File: config.mk
export PLATFORM = sky130hd
export DESIGN_NAME = lfsr_gen
export DESIGN_NICKNAME = d
export VERILOG_FILES = /design/src/rtl/lfsr_pkg.sv /design/src/rtl/lfsr_step.sv /design/src/rtl/lfsr_gen.sv
export SDC_FILE = /design/constraint.sdc
export NUM_CORES = 1
export LEC_CHECK = 0
export ABC_AREA = 1
export CAP_MARGIN = 20
export CORE_AREA = 2 2 46 48
export CTS_CLUSTER_DIAMETER = 120
export CTS_CLUSTER_SIZE = 40
export DETAILED_ROUTE_END_ITERATION = 8
export DIE_AREA = 0 0 48 50
export PLACE_DENSITY = 0.68
export SLEW_MARGIN = 40
export SYNTH_ARGS = -nofsm -noshare
export SYNTH_HDL_FRONTEND = slang
export SYNTH_SLANG_ARGS = --single-unit
export TNS_END_PERCENT = 1
File: constraint.sdc
create_clock -name clk -period 1.4 [get_ports clk]
set_input_delay 0.28 -clock clk [delete_from_list [all_inputs] [get_ports clk]]
set_output_delay 0.28 -clock clk [all_outputs]
set_load 0.01 [all_outputs]
File: src/rtl/lfsr_pkg.sv
// rtl/lfsr_pkg.sv - shared constants and elaboration helpers for the LFSR generator
package lfsr_pkg;

    localparam int LFSR_FIBONACCI = 0;
    localparam int LFSR_GALOIS    = 1;

    // Reverse the low w bits of v; the Galois feedback mask is the mirrored Fibonacci tap set
    function automatic logic [63:0] bitrev(input logic [63:0] v, input int w);
        logic [63:0] r;
        r = '0;
        for (int i = 0; i < 64; i++) begin
            if (i < w) begin
                r[6'(w - 1 - i)] = v[6'(i)];
            end
        end
        return r;
    endfunction

    // True when the parameter set describes a usable generator
    function automatic bit params_ok(input int width, input logic [63:0] taps,
                                     input logic [63:0] seed, input int steps,
                                     input int galois);
        return (width >= 3) && (width <= 64) && (taps[6'(width - 1)] == 1'b1) &&
               (seed != 64'd0) && (steps >= 1) && (steps <= width) &&
               ((galois == LFSR_FIBONACCI) || (galois == LFSR_GALOIS));
    endfunction

endpackage

File: src/rtl/lfsr_step.sv
// rtl/lfsr_step.sv - one combinational LFSR shift in Fibonacci or Galois form
module lfsr_step
    import lfsr_pkg::*;
#(
    parameter int               WIDTH  = 8,
    parameter logic [WIDTH-1:0] TAPS   = 8'hB8,
    parameter int               GALOIS = LFSR_FIBONACCI
) (
    input  logic [WIDTH-1:0] s,
    output logic [WIDTH-1:0] f
);

    // Galois mask realises the same polynomial as the Fibonacci taps
    localparam logic [WIDTH-1:0] GMASK = WIDTH'(bitrev(64'(TAPS), WIDTH));

    if (GALOIS == LFSR_GALOIS) begin : g_galois
        assign f = {s[WIDTH-2:0], 1'b0} ^ ({WIDTH{s[WIDTH-1]}} & GMASK);
    end else begin : g_fibonacci
        assign f = {s[WIDTH-2:0], ^(s & TAPS)};
    end

endmodule

File: src/rtl/lfsr_gen.sv
// rtl/lfsr_gen.sv - LFSR word generator with valid/ready output, seed load and lockup guard
module lfsr_gen
    import lfsr_pkg::*;
#(
    parameter int               WIDTH  = 8,
    parameter logic [WIDTH-1:0] TAPS   = 8'hB8,
    parameter logic [WIDTH-1:0] SEED   = 8'h01,
    parameter int               GALOIS = LFSR_FIBONACCI,
    parameter int               STEPS  = 1
) (
    input  logic             clk,
    input  logic             reset,
    input  logic             en,
    input  logic             load,
    input  logic [WIDTH-1:0] load_data,
    output logic [WIDTH-1:0] out_data,
    output logic             out_valid,
    input  logic             out_ready,
    output logic             wrap,
    output logic             lockup
);

    if (!params_ok(WIDTH, 64'(TAPS), 64'(SEED), STEPS, GALOIS)) begin : g_bad_params
        $error("lfsr_gen: illegal WIDTH/TAPS/SEED/STEPS/GALOIS combination");
    end

    logic [WIDTH-1:0] state_q, state_d;
    logic             valid_q, valid_d;
    logic             wrap_q, wrap_d;
    logic             lockup_q, lockup_d;
    logic [WIDTH-1:0] next_state;
    logic             xfer;

    // STEPS chained single-step stages; each stage owns its own output net
    for (genvar g = 0; g < STEPS; g++) begin : g_stage
        logic [WIDTH-1:0] s_out;
        if (g == 0) begin : g_first
            lfsr_step #(.WIDTH(WIDTH), .TAPS(TAPS), .GALOIS(GALOIS)) u_step (
                .s (state_q),
                .f (s_out)
            );
        end else begin : g_rest
            lfsr_step #(.WIDTH(WIDTH), .TAPS(TAPS), .GALOIS(GALOIS)) u_step (
                .s (g_stage[g-1].s_out),
                .f (s_out)
            );
        end
    end

    assign next_state = g_stage[STEPS-1].s_out;
    assign xfer       = valid_q & out_ready;

    // Next state: load beats transfer; a zero seed or zero state recovers to SEED
    always_comb begin
        state_d  = state_q;
        valid_d  = en | (valid_q & ~out_ready);
        wrap_d   = 1'b0;
        lockup_d = 1'b0;
        if (load) begin
            if (load_data == '0) begin
                state_d  = SEED;
                lockup_d = 1'b1;
            end else begin
                state_d = load_data;
            end
        end else if (state_q == '0) begin
            state_d  = SEED;
            lockup_d = 1'b1;
        end else if (xfer) begin
            state_d = next_state;
            wrap_d  = (next_state == SEED);
        end
    end

    // State and pulse registers with synchronous reset
    always_ff @(posedge clk) begin
        if (reset) begin
            state_q  <= SEED;
            valid_q  <= 1'b0;
            wrap_q   <= 1'b0;
            lockup_q <= 1'b0;
        end else begin
            state_q  <= state_d;
            valid_q  <= valid_d;
            wrap_q   <= wrap_d;
            lockup_q <= lockup_d;
        end
    end

    assign out_data  = state_q;
    assign out_valid = valid_q;
    assign wrap      = wrap_q;
    assign lockup    = lockup_q;

endmodule

# Word level (Yosys, flattened, before mapping)
# Index checks and enable logic that the tools add are counted.
# totals
mem_bits_ro	0
n_memories	0
latch_bits	0
elab_cells	22
out_inout_bits	11
regBits	11
mem_bits_rw	0
inputBits	13
# op_classes
shifts	0
bitwise_logic	5
mux	7
order_cmp	0
eq_ne	1
n_reduce_logical	5
addsub	0
div_mod_pow	0
multipliers	0
# op_table
cell	n
two-way mux 8 bit	4
logical NOT 8 bit	2
== test 8 x 1 -> 1 bit, second input constant	1
parity 8 bit	1
OR reduction 4 bit	1
two-way mux 1 bit	3
nonzero test 3 bit	1
AND 1 bit	2
inverter 1 bit	2
bitwise OR 1 bit	1

# Longest topological paths before layout
# depth
word_depth	4
ltp_mapped	10
ltp_nobuf	10

# By module
# Synthesis repeated with hierarchy kept, for this count alone.
# unflattened
cells_unflattened	141
hier_area_um2	804.5
# modules_own_cells
module	area_per_inst_um2	cells_each	seq_area_each_um2	instances
lfsr_gen	688.2	119	220.2	1
lfsr_step	116.4	22	0.0	1

# Worst setup path before layout
# OpenSTA, ideal clock, no wires.
# synth_timing
kind	register -> register
startpoint	register state_q[4], in the netlist out_data[4]
endpoint	register state_q[0], in the netlist out_data[0]
path_buffers	0
required_time_ns	1.287
arrival_ns	1.170
path_stages_with_launch	11
setup_ns	0.113
slack_ns	0.117
synth_period_minus_slack_ns	1.283
cell_sequence	dfxtp_1 -> inv_1 -> ha_1 -> inv_1 -> nand2_1 -> nand2_1 -> nand2_1 -> nand2_1 -> nand2_1 -> nand3_1 -> nand2_1
# synth_between
elab_chain_len	4
elab_cells_between_ends	6
cone_classes	3 x mux; 3 x reduce/logical
# synth_lines
item	line_no	text
from (decl)	lfsr_gen.sv:27	logic [WIDTH-1:0] state_q, state_d;
from (signal assigned)	lfsr_gen.sv:83	state_q <= state_d;
parity 8 bit	lfsr_step.sv:19	assign f = {s[WIDTH-2:0], ^(s & TAPS)};
two-way mux 8 bit	lfsr_gen.sv:69	end else if (xfer) begin
two-way mux 8 bit	lfsr_gen.sv:66	end else if (state_q == '0) begin
two-way mux 8 bit	lfsr_gen.sv:59	if (load) begin
# Several ways; a longest one is shown, not always the timed one. The select of a mux whose other input is x is not followed.
# A chain may end at the register's enable or synchronous reset.

# Worst setup path after layout
# layout_timing
startpoint	register state_q[5], in the netlist out_data[5]
endpoint	register state_q[4], in the netlist out_data[4]
# layout_between
elab_chain_len	3
elab_cells_between_ends	4
cone_classes	2 x mux; 2 x reduce/logical
# layout_lines
item	line_no
logical NOT 8 bit (*)	lfsr_gen.sv:66
two-way mux 8 bit	lfsr_gen.sv:66
two-way mux 8 bit	lfsr_gen.sv:59
# Every way passes the cells marked *; elsewhere a longest branch is shown, timed or not.

==> impl_metrics.env <==
export IMPL_grt_pass1_wl_mm=3.25
export IMPL_synth_main_ff_cell="dfxtp_1"
export IMPL_crit_slowest_cell="dfxtp_2"
export IMPL_total_power_mw=0.875
export IMPL_cts_path_max_buffers=2
export IMPL_yosys_warnings=0
export IMPL_yosysTopAreaCellShare_pct=31.0
export IMPL_dp_slack_ns=-0.136
export IMPL_avgSynthCellArea_sq_um=5.96
export IMPL_synth_simple_gate_area_share_pct=45.7
export IMPL_skew_ns=0.00158
export IMPL_die_w_um=48
export IMPL_synth_area_top_cells="dfxtp_1, nand2_1, nor2_1, inv_1, o21ai_1"
export IMPL_rsz0062_at_grt="no"
export IMPL_synthXorXnorAreaFrac_pct=0
export IMPL_vias=813
export IMPL_muxShareOfSynthArea_pct=0
export IMPL_wl_mm=1.88
export IMPL_status="completed"
export IMPL_setup_violations_final=0
export IMPL_fin_ws_ns=0.133
export IMPL_die_area_sq_um=2400
export IMPL_final_nets=165
export IMPL_synth_seq_cells=11
export IMPL_synth_common_cells="nand2_1, nor2_1, inv_1"
export IMPL_cts_sinks=11
export IMPL_ant_nets=0
export IMPL_postCtsSetupBuffers=0
export IMPL_drt_iter0_drc=10
export IMPL_numCtsBuffers=3
export IMPL_hold_class="reg2reg"
export IMPL_hold_viol_final=0
export IMPL_overflow=0
export IMPL_max_slew_margin_pct=80.7
export IMPL_ys_seq_area_share_pct=31.0
export IMPL_dp_cells=173
export IMPL_area_growth_pct=43.2
export IMPL_path_class="reg2reg"
export IMPL_startpoint_type="register"
export IMPL_regArea_sq_um=224
export IMPL_p_per_area_nw_per_um2=861
export IMPL_rows=16
export IMPL_syn_cell_area_sq_um=709
export IMPL_timing_critical_path_buf_inv=1
export IMPL_antenna_cells=0
export IMPL_fin_setup_tns_ns=0
export IMPL_grt_antenna_before_repair=0
export IMPL_final_util_pct=53.4
export IMPL_grt_usage_pct=19.2
export IMPL_cts_tree="yes"
export IMPL_grt_pass1_vias=782
export IMPL_synthAdderAreaFrac_pct=1.76
export IMPL_final_cells=177
export IMPL_core_area_sq_um=1900
export IMPL_synth_cell_type_count=18
export IMPL_path_delay_family="simple AND/OR/NAND/NOR gates"
export IMPL_period_needed_ns=1.27
export IMPL_drtPass1Iterations=4
export IMPL_portBuffers=23
export IMPL_nFillCells=198
export IMPL_r2r_setup_slack_ns=0.13
export IMPL_tightest_slew_ns=0.289
export IMPL_ir_worst_vdd_v=0.000533
export IMPL_clock_latency_ns=0.27
export IMPL_crit_required_ns=1.57
export IMPL_place_hpwl_mm=1.54
export IMPL_slowest_delay_ns=0.32
export IMPL_cts_htree_levels=1
export IMPL_boundaryPins=24
export IMPL_route_detailed_drc=0
export IMPL_critPathMaxFanout=7
export IMPL_synth_compound_area_share_pct=7.76
export IMPL_postSynth_asyncResetShare_pct=0
export IMPL_grt_max_degree=9
export IMPL_viasPerCell=4.59
export IMPL_clk_pin_slew_ns=0.07
export IMPL_cpMostUsedCell="nand2_1"
export IMPL_fmax_ghz=0.789
export IMPL_synth_most_common_cell="nand2_1"
export IMPL_synthesis_nets=133
export IMPL_synth_edff_count=0
export IMPL_endpoint_kind="register"
export IMPL_cp_arrival_ns=1.44
export IMPL_synth_top_family_by_area="simple AND/OR/NAND/NOR gates"
export IMPL_die_h_um=50
export IMPL_start_util_pct=37.3
export IMPL_root_buffer="clkbuf_4"
export IMPL_cts_hold_buffers_added=0
export IMPL_layout_drive_gt1_share_pct=16.0
export IMPL_gp_congestion=0.850
export IMPL_wl_per_cell_um=10.6
export IMPL_multi_input_area_sq_um=392
export IMPL_netlist_instances=119
export IMPL_p_leak_nw=0.536
export IMPL_synth_top_cell_by_area="dfxtp_1"
export IMPL_drv_slew=0
export IMPL_fin_crit_sh_pct=90.5
export IMPL_cp_cell_sequence="inv_2 > ha_1 > nand2_1 > nor2_1 > nand2_2 > nand2_4 > nand2_1 > nand2_1 > nor2_1"
export IMPL_max_cap_viol_count=0
## report_power, final
group	internal (mW)	switching [mW]	leakage, nW
Combinational	0.130	0.161	0.430
Clock	0.111	0.111	0.0150
Sequential	0.340	0.0218	0.0914
## worst min-delay path, cell delays in order (launching register included)
cell and delay [ns]:
dfxtp_2 0.33, nor2_1 0.09, nor2_1 0.05
## kinds of logic (layout without fill, tap and decap cells)
kind of cell,Yosys count,count (layout)
compound gates,11,11
fa+ha+maj,1,1
buf+inv,24,55
flops,11,11
simple gates,72,72
## state kept, by name (all words and copies together) (netlist names)
signal and count:
out_data 8, out_valid 1, lockup 1, wrap 1
## routing by layer
layer | global-route usage, % | routed length, um
met1 | 23.6 | 826
met2 | 29.6 | 892
met3 | 7.69 | 133
met4 | 6.31 | 27
met5 | 0 | 0
## what timing repair did
action,CTS,global route
resized for setup,12,4
setup endpoints to repair,11,2
pin swaps,0,2
## stage by stage
step	area [sq um]	hold slack, ns
finish	1020	0.508
global route	1020	0.564
CTS	1010	0.518
detailed placement	1000	0.509
global placement	1000	0.490
floorplan	709	0.352
## placed cells by master (no fill, tap or decap)
| cell | n |
|---|---|
| dfxtp_1 | 8 |
| nor3_1 | 3 |
| ha_1 | 1 |
| clkdlybuf4s50_1 | 12 |
| nor2_2 | 1 |
| inv_2 | 6 |
| dfxtp_2 | 3 |
| dlygate4sd2_1 | 11 |
| nand2_2 | 2 |
| nand2_1 | 34 |
| nor2_4 | 3 |
| a21oi_1 | 3 |
| o21ai_1 | 8 |
| nor2_1 | 21 |
| buf_4 | 5 |
| nand3_1 | 5 |
| inv_1 | 16 |
| clkbuf_4 | 3 |
| clkbuf_1 | 1 |
| nand2_4 | 1 |
| nand4_1 | 1 |
| nand3b_1 | 1 |
| clkinv_1 | 1 |
## final timing paths
check | startpoint | end | cells past startpoint
worst max-delay path | out_data[5]$_SDFFE_PP0P_ | out_data[4]$_SDFFE_PP0P_ | 9
worst min-delay path | out_data[4]$_SDFFE_PP0P_ | out_data[4]$_SDFFE_PP0P_ | 2
worst max register to register | out_data[5]$_SDFFE_PP0P_ | out_data[4]$_SDFFE_PP0P_ | 9
worst min register to register | out_data[4]$_SDFFE_PP0P_ | out_data[4]$_SDFFE_PP0P_ | 2
## layout make-up
cell class              instances  share of cell area [%]
multi-input cells              84                    38.5
repair buffers                 28                    25.0
flip-flops and latches         11                    22.0
well taps                      27                    3.33
clock buffers                   4                    2.59
inverters                      23                    8.50
(Power assumes the default switching activity.)
